===== config.mk =====
export PLATFORM = sky130hd
export DESIGN_NAME = prot_trig_seq
export DESIGN_NICKNAME = d
export VERILOG_FILES = /design/src/rtl/prot_trig_seq.sv
export SDC_FILE = /design/constraint.sdc
export NUM_CORES = 1
export LEC_CHECK = 0
export BUFFER_PORTS_ARGS = -buffer_cell sky130_fd_sc_hd__buf_4
export CORE_MARGIN = 1
export CORE_UTILIZATION = 30
export CTS_CLUSTER_SIZE = 12
export DETAILED_ROUTE_END_ITERATION = 12
export SYNTH_ARGS = -nofsm -noshare
export SYNTH_HDL_FRONTEND = slang
export SYNTH_SLANG_ARGS = --single-unit

===== constraint.sdc =====
create_clock -name clk -period 3.41 [get_ports clk]
set_input_delay 0.1705 -clock clk [delete_from_list [all_inputs] [get_ports clk]]
set_output_delay 0.1705 -clock clk [all_outputs]
set_load 0.1 [all_outputs]

===== src/rtl/prot_trig_seq.sv =====
// rtl/prot_trig_seq.sv - SPI/UART protocol trigger with masked match and occurrence count
module prot_trig_seq #(
    parameter int SPI_W  = 16,
    parameter int UART_W = 8,
    parameter int BAUD_W = 16,
    parameter int CNT_W  = 8
) (
    input  logic              clk,
    input  logic              rst_n,
    input  logic              CH1L,
    input  logic              CH2L,
    input  logic              CH3L,
    input  logic [3:0]        TrigCfg,
    input  logic              armed,
    input  logic [SPI_W-1:0]  mask,
    input  logic [SPI_W-1:0]  match,
    input  logic [BAUD_W-1:0] baud_cnt,
    input  logic [CNT_W-1:0]  occ_cnt,
    output logic              protTrig,
    output logic [CNT_W-1:0]  evt_cnt
);

    localparam int BIT_W = 4;

    typedef enum logic [1:0] {U_IDLE, U_START, U_DATA, U_STOP} uart_state_t;

    logic [1:0]        ch1_sync_q;
    logic [2:0]        ch2_sync_q;
    logic [1:0]        ch3_sync_q;
    logic              ss_prev_q;
    logic [SPI_W-1:0]  shreg_q, shreg_d;
    uart_state_t       uart_state_q, uart_state_d;
    logic [BAUD_W-1:0] baud_q, baud_d;
    logic [BIT_W-1:0]  bitn_q, bitn_d;
    logic [UART_W-1:0] data_q, data_d;
    logic              uart_done_q, uart_done_d;
    logic              uart_m_q, uart_m_d;
    logic              spi_hit_q, spi_hit_d;
    logic              uart_hit_q, uart_hit_d;
    logic              cond_q, cond_d;
    logic [CNT_W-1:0]  evt_cnt_q, evt_cnt_d;
    logic              prot_trig_q, prot_trig_d;

    logic              ss, sclk, sclk_prev, mosi, rx;
    logic              ss_fall, ss_rise, spi_shift, spi_m;
    logic [SPI_W-1:0]  spi_diff;
    logic [UART_W-1:0] uart_diff;
    logic              baud_tc;
    logic              cond, both_dis, event_hit;
    logic [CNT_W-1:0]  occ_eff, evt_inc;

    // Input synchronizers; idle-high reset so leaving reset does not look like a frame start
    always_ff @(posedge clk or negedge rst_n) begin
        if (!rst_n) begin
            ch1_sync_q <= '1;
            ch2_sync_q <= '1;
            ch3_sync_q <= '1;
            ss_prev_q  <= 1'b1;
        end else begin
            ch1_sync_q <= {ch1_sync_q[0], CH1L};
            ch2_sync_q <= {ch2_sync_q[1:0], CH2L};
            ch3_sync_q <= {ch3_sync_q[0], CH3L};
            ss_prev_q  <= ch1_sync_q[1];
        end
    end

    assign ss        = ch1_sync_q[1];
    assign rx        = ch1_sync_q[1];
    assign sclk      = ch2_sync_q[1];
    assign sclk_prev = ch2_sync_q[2];
    assign mosi      = ch3_sync_q[1];
    assign ss_fall   = ss_prev_q & ~ss;
    assign ss_rise   = ~ss_prev_q & ss;
    assign spi_shift = ~ss & (TrigCfg[3] ? (sclk & ~sclk_prev) : (~sclk & sclk_prev));
    assign spi_diff  = (shreg_q ^ match) & ~mask;
    assign spi_m     = TrigCfg[2] ? (spi_diff[7:0] == 8'h00) : (spi_diff == '0);

    // SPI shift register: cleared on select, MSB-first shift, overflow drops off the top
    always_comb begin
        shreg_d = shreg_q;
        if (ss_fall) begin
            shreg_d = '0;
        end else if (spi_shift) begin
            shreg_d = {shreg_q[SPI_W-2:0], mosi};
        end
    end

    // SPI shift register state
    always_ff @(posedge clk or negedge rst_n) begin
        if (!rst_n) shreg_q <= '0;
        else        shreg_q <= shreg_d;
    end

    assign baud_tc   = (baud_q <= BAUD_W'(1));
    assign uart_diff = (data_q ^ match[UART_W-1:0]) & ~mask[UART_W-1:0];

    // UART receiver: half-bit wait to mid-start, then one sample per bit period
    always_comb begin
        uart_state_d = uart_state_q;
        baud_d       = baud_q;
        bitn_d       = bitn_q;
        data_d       = data_q;
        uart_done_d  = 1'b0;
        uart_m_d     = 1'b0;
        case (uart_state_q)
            U_IDLE: begin
                if (!rx) begin
                    uart_state_d = U_START;
                    baud_d       = baud_cnt >> 1;
                end
            end
            U_START: begin
                if (baud_tc) begin
                    baud_d = baud_cnt;
                    bitn_d = '0;
                    uart_state_d = rx ? U_IDLE : U_DATA;
                end else begin
                    baud_d = baud_q - BAUD_W'(1);
                end
            end
            U_DATA: begin
                if (baud_tc) begin
                    baud_d = baud_cnt;
                    data_d = {rx, data_q[UART_W-1:1]};
                    if (bitn_q == BIT_W'(UART_W - 1)) uart_state_d = U_STOP;
                    else                              bitn_d = bitn_q + BIT_W'(1);
                end else begin
                    baud_d = baud_q - BAUD_W'(1);
                end
            end
            U_STOP: begin
                if (baud_tc) begin
                    baud_d       = baud_cnt;
                    uart_done_d  = 1'b1;
                    uart_m_d     = rx & (uart_diff == '0);
                    uart_state_d = U_IDLE;
                end else begin
                    baud_d = baud_q - BAUD_W'(1);
                end
            end
            default: uart_state_d = U_IDLE;
        endcase
    end

    // UART receiver state
    always_ff @(posedge clk or negedge rst_n) begin
        if (!rst_n) begin
            uart_state_q <= U_IDLE;
            baud_q       <= '0;
            bitn_q       <= '0;
            data_q       <= '0;
            uart_done_q  <= 1'b0;
            uart_m_q     <= 1'b0;
        end else begin
            uart_state_q <= uart_state_d;
            baud_q       <= baud_d;
            bitn_q       <= bitn_d;
            data_q       <= data_d;
            uart_done_q  <= uart_done_d;
            uart_m_q     <= uart_m_d;
        end
    end

    assign cond      = (spi_hit_q | TrigCfg[1]) & (uart_hit_q | TrigCfg[0]);
    assign both_dis  = &TrigCfg[1:0];
    assign event_hit = cond & ~cond_q;
    assign occ_eff   = (occ_cnt == '0) ? CNT_W'(1) : occ_cnt;
    assign evt_inc   = (evt_cnt_q == '1) ? evt_cnt_q : evt_cnt_q + CNT_W'(1);

    // Hit flags, rising-edge event counting and the sticky trigger
    always_comb begin
        spi_hit_d   = ss_rise ? spi_m : spi_hit_q;
        uart_hit_d  = uart_done_q ? uart_m_q : uart_hit_q;
        cond_d      = cond;
        evt_cnt_d   = evt_cnt_q;
        prot_trig_d = prot_trig_q;
        if (!armed) begin
            spi_hit_d   = 1'b0;
            uart_hit_d  = 1'b0;
            cond_d      = 1'b0;
            evt_cnt_d   = '0;
            prot_trig_d = 1'b0;
        end else if (both_dis) begin
            evt_cnt_d   = '0;
            prot_trig_d = 1'b1;
        end else if (event_hit) begin
            evt_cnt_d = evt_inc;
            if (evt_inc >= occ_eff) prot_trig_d = 1'b1;
        end
    end

    // Trigger state
    always_ff @(posedge clk or negedge rst_n) begin
        if (!rst_n) begin
            spi_hit_q   <= 1'b0;
            uart_hit_q  <= 1'b0;
            cond_q      <= 1'b0;
            evt_cnt_q   <= '0;
            prot_trig_q <= 1'b0;
        end else begin
            spi_hit_q   <= spi_hit_d;
            uart_hit_q  <= uart_hit_d;
            cond_q      <= cond_d;
            evt_cnt_q   <= evt_cnt_d;
            prot_trig_q <= prot_trig_d;
        end
    end

    assign protTrig = prot_trig_q;
    assign evt_cnt  = evt_cnt_q;

endmodule

== Yosys cells after proc, flatten, opt, wreduce, memory -nomap -nowiden ==
Cells that the tools add are included.
Widths: inputs -> output; s select.

* Input bits: 66
* Register bits: 68
* Output and inout port bits: 9

* Reductions and logical operators: 13
* Bitwise logic cells: 21
* Mux-type cells: 36
* Add/sub/neg operators: 3
* Eq/ne operators: 15
* Magnitude comparators: 2

{| class="wikitable"
|+ Operator list
! cell !! count
|-
| $mux 16 || 4
|-
| $mux 8 || 5
|-
| $pmux 16 s2 || 1
|-
| $logic_not 8->1 || 3
|-
| $and 16x16->16 || 1
|-
| $le 16x1->1 const B || 1
|-
| $logic_not 16->1 || 1
|-
| $not 16->16 || 1
|-
| $sub 16x1->16 const B || 1
|-
| $xor 16x16->16 || 1
|-
| $mux 1 || 15
|-
| $mux 2 || 6
|-
| $mux 4 || 3
|-
| $ne 2x2->1 const B || 6
|-
| $add 8x1->8 const B || 1
|-
| $and 1x1->1 || 8
|-
| $and 8x8->8 || 1
|-
| $eq 8x8->1 const B || 1
|-
| $ge 8x8->1 || 1
|-
| $not 8->8 || 1
|-
| $pmux 2 s4 || 1
|-
| $pmux 4 s2 || 1
|-
| $xor 8x8->8 || 1
|-
| $ne 3x1->1 const B || 2
|-
| 13 further kinds || 23
|}

== Depth between registers and ports, before layout ==
Gate-level depths: netlist (run 1).

* Depth in word-level cells: 7
* Mapped depth: 10

== Worst setup path after synthesis (run 1) ==
OpenSTA, ideal clock, no wires.

* Path type: reg2reg
* Start point: register evt_cnt_q[0] (netlist: evt_cnt[0])
* End point: register prot_trig_q (netlist: protTrig)
* Setup slack: 0.404 ns
* Library setup time: 0.128 ns
* Path buffers: 0
* Arrival: 2.879 ns
* Stages on the path, launching flop included: 10
* Required time: 3.282 ns
* Cells stage by stage: dfrtp_1 ha_1 nand2_1 nor3_1 mux2_2 ha_1 a21oi_1 o2111ai_1 o2111ai_1 a21oi_1

* Longest elaborated chain between the ends: 5

{| class="wikitable"
|+ Ends and longest elaborated chain
! what !! RTL line !! source
|-
| start: declaration || 41 || <nowiki>logic [CNT_W-1:0] evt_cnt_q, evt_cnt_d;</nowiki>
|-
| start signal: assignment || 204 || <nowiki>evt_cnt_q <= evt_cnt_d;</nowiki>
|-
| $add 8x1->8 or $eq 8x8->1 (tied branches) || 168 || <nowiki>assign evt_inc = (evt_cnt_q == '1) ? evt_cnt_q : evt_cnt_q + CNT_W'(1);</nowiki>
|-
| $mux 8 (*) || 168 ||
|-
| $ge 8x8->1 (*) || 188 || <nowiki>if (evt_inc >= occ_eff) prot_trig_d = 1'b1;</nowiki>
|-
| $ne 3x1->1 (no source line) (*) || n/a ||
|-
| $reduce_and 2->1 (no source line) (*) || n/a ||
|-
| end signal: assignment || 205 || <nowiki>prot_trig_q <= prot_trig_d;</nowiki>
|-
| end: declaration || 42 || <nowiki>logic prot_trig_q, prot_trig_d;</nowiki>
|}

Mark *: on every way between the ends. The rest lies on a longest branch, timed or not.
A chain may end at the register's enable or synchronous reset.

== Final worst setup path (run 1) ==
* Start point: register baud_q[9]
* End point: register baud_q[6]

* Longest elaborated chain between the ends: 3

{| class="wikitable"
|+ Ends and longest elaborated chain
! what !! RTL line !! source
|-
| start: declaration || 33 || <nowiki>logic [BAUD_W-1:0] baud_q, baud_d;</nowiki>
|-
| start signal: assignment || 156 || <nowiki>baud_q <= baud_d;</nowiki>
|-
| $le 16x1->1 || 94 || <nowiki>assign baud_tc = (baud_q <= BAUD_W'(1));</nowiki>
|-
| $mux 16 || 113, 122, 132 ||
|-
| $pmux 16 s2 || 105 || <nowiki>case (uart_state_q)</nowiki>
|}

Every way passes these cells.

==> results of run 1 <==
-- synth_stat cells (8+ instances only) --
cell | number | area (sq um)
clkbuf_1 | 12 | 45.0
o21ai_0 | 17 | 85.1
nor3_1 | 8 | 40.0
nor2_1 | 45 | 169
o31ai_1 | 10 | 75.1
nand2_1 | 26 | 97.6
ha_1 | 12 | 150
dfstp_2 | 8 | 210
mux2_2 | 8 | 90.1
mux2i_1 | 35 | 350
a21oi_1 | 10 | 50.1
dfrtp_1 | 60 | 1500
xnor2_1 | 31 | 272
o22ai_1 | 25 | 156
inv_1 | 15 | 56.3
xor2_1 | 11 | 96.3
-- layer usage --
metal | vias to the layer above | GRT usage [%]
li1 | 1646 | -
met1 | 1587 | 18.1
met2 | 90 | 23.1
met3 | 8 | 3.67
met4 | 0 | 3.64
met5 | - | 0
-- stage by stage --
step | instance area [sq um] | hold slack, ps | util [%]
3_5_place_dp | 4780 | 280 | 36.1
3_3_place_gp | 4780 | 279 | 36.1
4_1_cts | 5170 | 107 | 39.1
2_1_floorplan | 4070 | -125 | -
5_1_grt | 5170 | 110 | 39.1
6_report | 5170 | 123 | 39.1
-- worst max-delay path by stage --
stage / from / end / depth (start not counted)
2_1_floorplan: evt_cnt[0]$_DFFE_PN0P_ / protTrig$_DFFE_PN0P_ / 9
3_3_place_gp: baud_q[9]$_DFFE_PN0P_ / baud_q[2]$_DFFE_PN0P_ / 5
3_5_place_dp: baud_q[9]$_DFFE_PN0P_ / baud_q[6]$_DFFE_PN0P_ / 5
4_1_cts: baud_q[9]$_DFFE_PN0P_ / baud_q[6]$_DFFE_PN0P_ / 5
5_1_grt: baud_q[9]$_DFFE_PN0P_ / bitn_q[2]$_DFFE_PN0P_ / 5
6_report: baud_q[9]$_DFFE_PN0P_ / baud_q[6]$_DFFE_PN0P_ / 5
-- layout make-up --
cell class | instances | area [sq um]
Multi-Input combinational cell | 309 | 2210
Clock inverter | 6 | 111
Sequential cell | 68 | 1710
Clock buffer | 10 | 239
Fill cell | 1345 | 8070
Tap cell | 176 | 220
Timing Repair Buffer | 82 | 626
Inverter | 15 | 56.3
-- flip-flops by register name, indices dropped and copies added, names as in the netlist, named ones only --
| register | cells |
|---|---|
| baud_q | 16 |
| ch1_sync_q | 2 |
| ch2_sync_q | 3 |
| ss_prev_q | 1 |
| cond_q | 1 |
| shreg_q | 16 |
| uart_m_q | 1 |
| data_q | 8 |
| bitn_q | 4 |
| protTrig | 1 |
| uart_state_q | 1 |
| ch3_sync_q | 2 |
| spi_hit_q | 1 |
| uart_done_q | 1 |
| uart_hit_q | 1 |
| evt_cnt | 8 |
-- worst max-delay path, cell delays in order (launching register included) --
cell     delay (ps)
dfrtp_1         430
or4_4           560
or4_4           530
or2_1           540
o31ai_1         390
o22ai_1         110
-- power by group --
group	total (mW)	internal, mW	leakage, nW	switching, mW
Sequential	1.06	0.915	0.875	0.147
Clock	1.08	0.733	0.169	0.343
Combinational	0.552	0.280	1.24	0.271
Total	2.69	1.93	2.29	0.761
-- kinds of logic (layout without fill, tap and decap cells) --
group	Yosys count	count (layout)	share of synthesized area (%)
AND/OR/NAND/NOR	122	122	15.0
AO/OA/AOI/OAI	87	87	14.7
flip-flops	68	68	42.0
multiplexers	46	46	11.6
XOR/XNOR	42	42	9.03
buffers and inverters	36	113	3.93
adder cells (fa/ha/maj)	12	12	3.69
==> results.md, run 1 <==
- Synth async-reset ratio: 100%
- Area grow syn2layout: 27.0%
- Drt wl/cell: 14.1 um
- Antenna viol nets, final: 0
- Status: complete, no violations
- IO Pins: 75
- H-Tree Depth: 3
- DRT iter0 DRCs: 152
- Routability Congestion: 0.826
- Fin worst setup slack: 666 ps
- Worst Setup End Kind: flip-flop
- Post-CTS Resized: 0
- Met3 Wirelength: 459 um
- Hpwl dp: 6740 um
- MaxCap Viol Count: 0
- Library cells used by synthesis: 49
- Unrepaired setup endpoints after global routing: false
- Initial Utilization: 30.8%
- DR vias: 3331
- Row cnt: 42
- TritonCTS clock tree: done
- Hold path startpoint: baud_cnt[1]
- CTS sink cnt: 68
- DRC: 0
- Detailed Route WL: 9380 um
- EDFF count, synth: 0
- Most frequent cells in the layout: buf_4, dfrtp_1, nor2_1
- Core area: 13200 sq um
- Final Skew: 7.51 ps
- Placement Setup Slack: 688 ps
- GRT overflow: 0
- R2R setup slack: 670 ps
- Seq/Total Area, Yosys: 42.0%
- Initial antenna violation count: 0
- Max VDD drop: 299 uV
- Design Power: 2.69 mW
- Die width: 119 um
- FF+latch count, synth: 68
- Worst reg2reg path endpoint: baud_q[6]$_DFFE_PN0P_
- Layout cells sized above 1: 25.5%
- Drt pass-1 iters: 4
- Metal2 WL: 4510 um
- Num CTS Buffers: 9
- M1 WL: 4320 um
- Worst Path Max Fanout: 17
- Post-CTS Setup Inserts: 0
- Pwr/cell area: 520 nW/um^2
- Min Clock Period, post-route: 2740 ps
- Final Hold Viols: 0
- Final-report setup violation count: 0
- Vias in the first global route: 3297
- Chip height: 119 um
- Hold Crit Class: in -> reg
- Clock root cell: clkbuf_16
- Max-slew headroom: 28.8%
- Crit Path Class: reg -> reg
- First-pass GRT wire length: 15900 um
- Worst-skew pair later-pin latency: 330 ps
- Reg2Reg Depth: 5
- Vias per cell: 5.00
- Mapped cell area: 4070 sq um
- Tot GR Track Use: 14.0%
- Worst R2R Start: baud_q[9]$_DFFE_PN0P_
- Placed cells: 646
- Largest net degree at the start of global routing: 69
- Required @ worst endpoint: 3570 ps
- Actual slew at the worst max-slew pin: 1070 ps
- Worst Setup Start Kind: flip-flop
- Most common cell after layout, fill and taps aside: buf_4
- Synth Warn #: 0
- Number of I/O port buffers: 74
- Fmax: 364 MHz
- Non-filler cells, final: 666
- Arrival @ worst endpoint: 2910 ps
- Setup TNS: 0 ps
- CTS Hold Bufs: 4
- Tcrit/Tclk final: 80.5%
- Synth Net Count: 491
- Worst hold endpoint: baud_q[1]$_DFFE_PN0P_
- Reg clk slew, reported paths: 60 ps
- Net total in the final layout: 563
- Top sig layer: met4
- Area of the die: 14000 sq um
- Total leakage power: 2.29 nW
- Avg Inst Size Synth: 9.86 sq um
- Clock tree buffer depth: 2
- Ys flop type: dfrtp_1
- Hold depth: 3
- Cells after Synth: 413
- Diode count: 0
- Max Slew Vio Count: 0
No activity file was read; power rests on OpenSTA's default activity.
==> run 2: changes to the inputs <==
--- a/config.mk
+++ b/config.mk
@@ -5,6 +5,7 @@
 export SDC_FILE = /design/constraint.sdc
 export NUM_CORES = 1
 export LEC_CHECK = 0
+export ABC_AREA = 1
 export BUFFER_PORTS_ARGS = -buffer_cell sky130_fd_sc_hd__buf_4
 export CORE_MARGIN = 1
 export CORE_UTILIZATION = 30
==> constraint.sdc (replaced) <==
create_clock -name clk -period 2.54 [get_ports clk]
set_input_delay 0.127 -clock clk [delete_from_list [all_inputs] [get_ports clk]]
set_output_delay 0.127 -clock clk [all_outputs]
set_load 0.1 [all_outputs]
==> run 2 against run 1 <==
  * Non-clock buffer count down 1
  * Sequential share of layout area fell by 1.8 points
  * Core utilization down 0.11 points
  * Largest cell class unchanged
==> results.md, run 2 <==
- Status: complete, no violations (unchanged)
- Synth Warn #: 0 (unchanged)
- Vias per cell: 4.62 (was 5.00)
- Post-synth top area cell: dfrtp_1 (unchanged)
- Worst-skew pair later-pin latency: 340 ps (was 330 ps)
- Tcrit/Tclk final: 87.3% (was 80.5%)
- Fill count: 1483 (was 1345)
- Multi-input logic area: 2270 sq um (was 2210 sq um)
- Max Slew Vio Count: 0 (unchanged)
- Area grow syn2layout: 24.8% (was 27.0%)
- Commonest cells post-synth: nand2_1, inv_1, dfrtp_1 (was dfrtp_1, nor2_1, mux2i_1)
- Hold Crit Class: in -> reg (unchanged)
- Row cnt: 43 (was 42)
- Library cells used by synthesis: 38 (was 49)
- Required @ worst endpoint: 2800 ps (was 3570 ps)
- Final Skew: 6.95 ps (was 7.51 ps)
- FF+latch count, synth: 68 (unchanged)
- Synth area leaders: dfrtp_1, nand2_1, inv_1 (was dfrtp_1, mux2i_1, xnor2_1)
- Most numerous cell in the Yosys netlist: nand2_1 (was dfrtp_1)
- Synth async-reset ratio: 100% (unchanged)
- Seq/Total Area, Yosys: 38.9% (was 42.0%)
- Net total in the final layout: 774 (was 563)
- DRT iter0 DRCs: 228 (was 152)
- Setup TNS: 0 ps (unchanged)
- Cell at the slowest stage of the critical path: dfrtp_2 (was or4_4)
- Crit Path Class: reg -> reg (unchanged)
- Psw: 1.50 mW (was 761 uW)
- Arrival @ worst endpoint: 2480 ps (was 2910 ps)
- Max VDD drop: 419 uV (was 299 uV)
- Final-report setup violation count: 0 (unchanged)
- Vias in the first global route: 3816 (was 3297)
- Die width: 123 um (was 119 um)
- Max-slew headroom: 39.7% (was 28.8%)
- First-pass GRT wire length: 17700 um (was 15900 um)
- Ys flop type: dfrtp_1 (unchanged)
- Diode count: 0 (unchanged)
- Largest net degree at the start of global routing: 69 (unchanged)
- Num CTS Buffers: 9 (unchanged)
- GRT overflow: 0 (unchanged)
- Avg Inst Size Synth: 7.16 sq um (was 9.86 sq um)
- Most common cell after layout, fill and taps aside: nand2_1 (was buf_4)
- Fmax: 451 MHz (was 364 MHz)
- Cell mode on critical path: nand2_1 (was or4_4)
- CTS sink cnt: 68 (unchanged)
- Mapped cell area: 4400 sq um (was 4070 sq um)
- Largest registers: baud_q (16), shreg_q (16) (unchanged)
- Synth Net Count: 692 (was 491)
- Worst Setup End Kind: flip-flop (unchanged)
- Core area: 14100 sq um (was 13200 sq um)
- Cell Chain, Critical Path: ha_1 > nand2_1 > inv_1 > nand2_1 > nor2_4 > o21ai_0 > o21ai_0 > ha_1 > nand2_1 > nor2_1 > nand4_1 > nand3_1 > nand2_1 > a21oi_1 (was or4_4 > or4_4 > or2_1 > o31ai_1 > o22ai_1)
- Worst path bufs/invs: 1 (was 0)
- DRC: 0 (unchanged)
- TritonCTS clock tree: done (unchanged)
- Flop pwr share: 34.8% (was 39.5%)
- Cells after Synth: 614 (was 413)
- Yosys top cell area share: 34.1% (was 36.9%)
- Actual slew at the worst max-slew pin: 905 ps (was 1070 ps)
- EDFF count, synth: 0 (unchanged)
- Number of I/O port buffers: 74 (unchanged)
- CP max stage delay: 440 ps (was 560 ps)
- Worst Setup Start Kind: flip-flop (unchanged)
- Most frequent cells in the layout: nand2_1, inv_1, buf_4 (was buf_4, dfrtp_1, nor2_1)
- Post-layout util: 39.0% (was 39.1%)
- CP top delay family: simple AND/OR/NAND/NOR gates (unchanged)
- Initial antenna violation count: 0 (unchanged)
- Pwr/cell area: 741 nW/um^2 (was 520 nW/um^2)
- Area of the die: 15200 sq um (was 14000 sq um)
- Layout cells sized above 1: 21.3% (was 25.5%)
- Antenna viol nets, final: 0 (unchanged)
- Initial Utilization: 31.2% (was 30.8%)
- Final Hold Viols: 0 (unchanged)
- Total leakage power: 2.82 nW (was 2.29 nW)
- Post-CTS Setup Inserts: 0 (unchanged)
- Detailed Route WL: 10600 um (was 9380 um)
- DR vias: 4073 (was 3331)
- Unrepaired setup endpoints after global routing: false (unchanged)
- Reg clk slew, reported paths: 60 ps (about the same)
- Clock root cell: clkbuf_16 (unchanged)
- Int Power: 2.57 mW (was 1.93 mW)
- Drt pass-1 iters: 4 (unchanged)
- Switching share of total power: 36.8% (was 28.3%)
- Routability Congestion: 0.868 (was 0.826)
- MaxCap Viol Count: 0 (unchanged)
- Drt wl/cell: 12.0 um (was 14.1 um)
- H-Tree Depth: 3 (unchanged)
- Clock tree buffer depth: 2 (unchanged)
- Tot GR Track Use: 15.1% (was 14.0%)
- Hpwl dp: 7860 um (was 6740 um)
- Clock share of power: 31.5% (was 40.0%)
- Min Clock Period, post-route: 2220 ps (was 2740 ps)
- Chip height: 123 um (was 119 um)
- Worst Path Max Fanout: 6 (was 17)
- IO Pins: 75 (unchanged)
- Register Area: 1720 sq um (was 1710 sq um)
- Combinational Power Share: 33.7% (was 20.5%)
## run 2: metrics by stage
| step | area [sq um] | power (mW) | hold slack [ps] | std cells | setup slack (ps) |
|---|---|---|---|---|---|
| CTS | 5490 | 4.12 | 17.0 | 881 | 302 |
| floorplan | 4410 | 2.43 | -169 | 614 | 7.57 |
| global placement | 5150 | 2.80 | 243 | 861 | 407 |
| finish | 5490 | 4.07 | 22.5 | 881 | 322 |
| global route | 5490 | 4.40 | 36.2 | 881 | 28.9 |
| detailed placement | 5150 | 2.81 | 238 | 861 | 321 |
## run 2: what timing repair did
item,CTS,global route
hold buffers,4,0
gates resized for setup,0,0
endpoints found under the hold margin,63,0
endpoints found under the setup margin,0,0
## run 2: worst paths after layout
kind / from / to / slack (ps) / depth (start not counted)
hold / removal: baud_cnt[9] / baud_q[8]$_DFFE_PN0P_ / 20 / 3
hold reg to reg: ch2_sync_q[0]$_DFF_PN1_ / ch2_sync_q[1]$_DFF_PN1_ / 350 / 0
max in group asynchronous: rst_n / evt_cnt[5]$_DFFE_PN0P_ / 1440 / 2
setup reg to reg: evt_cnt[0]$_DFFE_PN0P_ / protTrig$_DFFE_PN0P_ / 320 / 14
min in group asynchronous: rst_n / shreg_q[15]$_DFFE_PN0P_ / 460 / 2
setup / recovery: evt_cnt[0]$_DFFE_PN0P_ / protTrig$_DFFE_PN0P_ / 320 / 14
## run 2: power groups by stage
stage	registers (mW)	clock network [mW]	logic, mW
global placement	1.43	0	1.37
global route	1.44	1.37	1.59
floorplan	1.41	0	1.02
CTS	1.42	1.32	1.38
detailed placement	1.44	0	1.37
finish	1.42	1.28	1.37
## run 2: cells by family (layout without fill, tap and decap cells)
family                   count (synthesis)  after routing  synth area share [%]
adder cells (fa/ha/maj)                 12             12                  3.41
flip-flops                              68             68                  38.9
AND/OR/NAND/NOR                        324            324                  34.2
buffers and inverters                  105            192                  9.58
AO/OA/AOI/OAI                           96             96                  12.1
XOR/XNOR                                 9              9                  1.79
## run 2: worst min-delay path: cells and delay by family
kind / cells / cell delay, ps
AO/OA/AOI/OAI: 1 / 60
AND/OR/NAND/NOR: 1 / 60
buffers and inverters: 1 / 80
## run 2: area by class of cell
cell class              instances  share of cell area (%)
inverters                      95                    6.54
multi-input cells             441                    41.3
flip-flops and latches         68                    31.3
repair buffers                 81                    11.3
clock buffers                  13                    4.74
well taps                     180                    4.10
clock inverters                 3                   0.820
## run 2: per-layer routing
metal	share of wire, %	track usage [%]	routed length (um)	vias to the layer above
li1	-	-	-	2131
met1	48	19.2	5070	1859
met2	46	25.2	4840	74
met3	5.1	4.61	534	9
met4	1.0	3.61	108	0
met5	0	0	0	-
==> run 3: changes to the inputs <==
--- a/config.mk
+++ b/config.mk
@@ -5,12 +5,13 @@
 export SDC_FILE = /design/constraint.sdc
 export NUM_CORES = 1
 export LEC_CHECK = 0
-export ABC_AREA = 1
 export BUFFER_PORTS_ARGS = -buffer_cell sky130_fd_sc_hd__buf_4
+export CAP_MARGIN = 10
 export CORE_MARGIN = 1
 export CORE_UTILIZATION = 30
 export CTS_CLUSTER_SIZE = 12
 export DETAILED_ROUTE_END_ITERATION = 12
+export GPL_ROUTABILITY_DRIVEN = 0
 export SYNTH_ARGS = -nofsm -noshare
 export SYNTH_HDL_FRONTEND = slang
 export SYNTH_SLANG_ARGS = --single-unit
==> run 3 against run 2 <==
  * Clock skew grew 2.2 ps
  * First-iteration DRC count shrank 21%
  * Core utilization grew 0.65 points
  * Setup slack lost 230 ps
  * Power shrank 18%
==> results.md, run 3 (synthesis results as in run 1) <==
- Max VDD drop: 438 uV (was 419 uV)
- Num CTS Buffers: 9 (unchanged)
- Post-layout util: 39.6% (was 39.0%)
- GRT Max-Usage Layer: met2 (unchanged)
- M3 GR Usage: 2.94% (was 4.61%)
- Reg clk slew, reported paths: 60 ps (about the same)
- Final Hold Viols: 0 (unchanged)
- Diode count: 0 (unchanged)
- Int Power: 2.34 mW (was 2.57 mW)
- Antenna viol nets, final: 0 (unchanged)
- Actual slew at the worst max-slew pin: 864 ps (was 905 ps)
- Largest registers: baud_q (16), shreg_q (16) (unchanged)
- Tcrit/Tclk final: 96.4% (was 87.3%)
- Required @ worst endpoint: 2740 ps (was 2800 ps)
- Hpwl dp: 6870 um (was 7860 um)
- Most common cell after layout, fill and taps aside: buf_4 (was nand2_1)
- Post-CTS Setup Inserts: 0 (unchanged)
- Arrival @ worst endpoint: 2650 ps (was 2480 ps)
- Core area: 13200 sq um (was 14100 sq um)
- Max Slew Vio Count: 0 (unchanged)
- Met2 Track Usage GR: 24.5% (was 25.2%)
- Post-Place Cell Area: 4920 sq um (was 5150 sq um)
- CTS sink cnt: 68 (unchanged)
- Combinational Power Share: 25.9% (was 33.7%)
- Status: complete, no violations (unchanged)
- TritonCTS clock tree: done (unchanged)
- Drt pass-1 iters: 4 (unchanged)
- MaxCap Viol Count: 0 (unchanged)
- Clock root cell: clkbuf_16 (unchanged)
- Initial antenna violation count: 0 (unchanged)
- Setup TNS: 0 ps (unchanged)
- Drt wl/cell: 13.7 um (was 12.0 um)
- Hold Crit Class: in -> reg (unchanged)
- IO Pins: 75 (unchanged)
- DRT iter0 DRCs: 181 (was 228)
- Largest net degree at the start of global routing: 69 (unchanged)
- Detailed Route WL: 9300 um (was 10600 um)
- Tot GR Track Use: 14.3% (was 15.1%)
- Clock tree buffer depth: 2 (unchanged)
- Crit Path Class: reg -> reg (unchanged)
- Area of the die: 14000 sq um (was 15200 sq um)
- Die width: 119 um (was 123 um)
- Total leakage power: 2.32 nW (was 2.82 nW)
- Worst Setup Start Kind: flip-flop (unchanged)
- Non-filler cells, final: 679 (was 881)
- DR vias: 3369 (was 4073)
- Vias in the first global route: 3532 (was 3816)
- Number of I/O port buffers: 74 (unchanged)
- Area grow syn2layout: 28.7% (was 24.8%)
- Initial Utilization: 30.8% (was 31.2%)
- DRC: 0 (unchanged)
- Fin area: 5250 sq um (was 5490 sq um)
- Pwr/cell area: 637 nW/um^2 (was 741 nW/um^2)
- Min Clock Period, post-route: 2450 ps (was 2220 ps)
- Max-slew headroom: 42.4% (was 39.7%)
- Row cnt: 42 (was 43)
- Chip height: 119 um (was 123 um)
- First-pass GRT wire length: 16300 um (was 17700 um)
- Clock share of power: 33.1% (was 31.5%)
- Final Skew: 9.11 ps (was 6.95 ps)
- H-Tree Depth: 3 (unchanged)
- Layout cells sized above 1: 28.8% (was 21.3%)
- Worst Path Max Fanout: 16 (was 6)
- Worst-skew pair later-pin latency: 320 ps (was 340 ps)
- Switching share of total power: 29.9% (was 36.8%)
- Fmax: 408 MHz (was 451 MHz)
- Most frequent cells in the layout: buf_4, dfrtp_1, nor2_1 (was nand2_1, inv_1, buf_4)
- Vias per cell: 4.96 (was 4.62)
- GR Layer Usage met1: 17.6% (was 19.2%)
- Flop pwr share: 41.0% (was 34.8%)
- Placed cells: 659 (was 861)
- GRT overflow: 0 (unchanged)
- Psw: 1.00 mW (was 1.50 mW)
- Final-report setup violation count: 0 (unchanged)
- Worst Setup End Kind: flip-flop (unchanged)
- Net total in the final layout: 576 (was 774)
[run 3: changes by cell type in the layout (fill, tap and decap cells not counted), moves of 12 or more]
cell and delta:
xnor2_1 +28, o21ai_0 -25, o22ai_1 +17, mux2i_1 +35, inv_1 -75, o21ai_1 -12, nand2_1 -143, buf_4 +12
nand3_1 -45
[run 3: power by group through the flow]
stage / Clock, mW / Combinational [mW] / Sequential, mW
final: 1.11 / 0.864 / 1.37
after global routing: 1.20 / 0.962 / 1.39
after CTS: 1.15 / 0.867 / 1.37
after detailed placement: 0 / 0.858 / 1.39
after global placement: 0 / 0.843 / 1.38
after floorplan: 0 / 0.532 / 1.38
[run 3: metrics by stage]
step	hold WS [ps]	total power [mW]	worst slack, ps
finish	87.5	3.34	90.9
global route	82.0	3.56	-11.8
CTS	77.8	3.39	76.0
detailed placement	238	2.25	85.5
global placement	236	2.22	124
floorplan	-169	1.91	0.506
[run 3: area by class of cell]
class	instances	area, sq um
clock inverter	3	15.0
multi-input combinational	309	2230
fill	1324	8000
timing repair buffer	95	748
inverter	15	56.3
tap	176	220
sequential	68	1730
clock buffer	13	250
[run 3: routing by layer]
layer / part of all wire (%) / up-vias / routed length, um
met5: 0 / - / 0
met2: 49 / 65 / 4540
met4: 1.3 / 0 / 123
met1: 46 / 1626 / 4280
li1: - / 1668 / -
met3: 3.9 / 10 / 361
[run 3: final timing paths]
check                                         from                       to  slack, ps  cells after the start
setup / recovery             baud_q[9]$_DFFE_PN0P_    bitn_q[0]$_DFFE_PN0P_         90                      6
hold / removal                         baud_cnt[1]    baud_q[1]$_DFFE_PN0P_         90                      3
setup reg to reg             baud_q[9]$_DFFE_PN0P_    bitn_q[0]$_DFFE_PN0P_         90                      6
hold reg to reg            ch3_sync_q[0]$_DFF_PN1_  ch3_sync_q[1]$_DFF_PN1_        350                      0
max in group asynchronous                    rst_n   evt_cnt[3]$_DFFE_PN0P_       1420                      2
min in group asynchronous                    rst_n    baud_q[3]$_DFFE_PN0P_        470                      2
[run 3: critical path, cell delays in order (launching register included)]
cell	delay (ps)
dfrtp_1	370
or4_4	540
or4_4	540
nor3_4	210
buf_4	240
o21ai_0	130
mux2_2	290
[run 3: what timing repair did]
item / CTS / global route
hold buffers: 4 / 0
endpoints found under the setup margin: 0 / 10
gates resized for setup: 0 / 3
hold endpoints to repair: 63 / 0
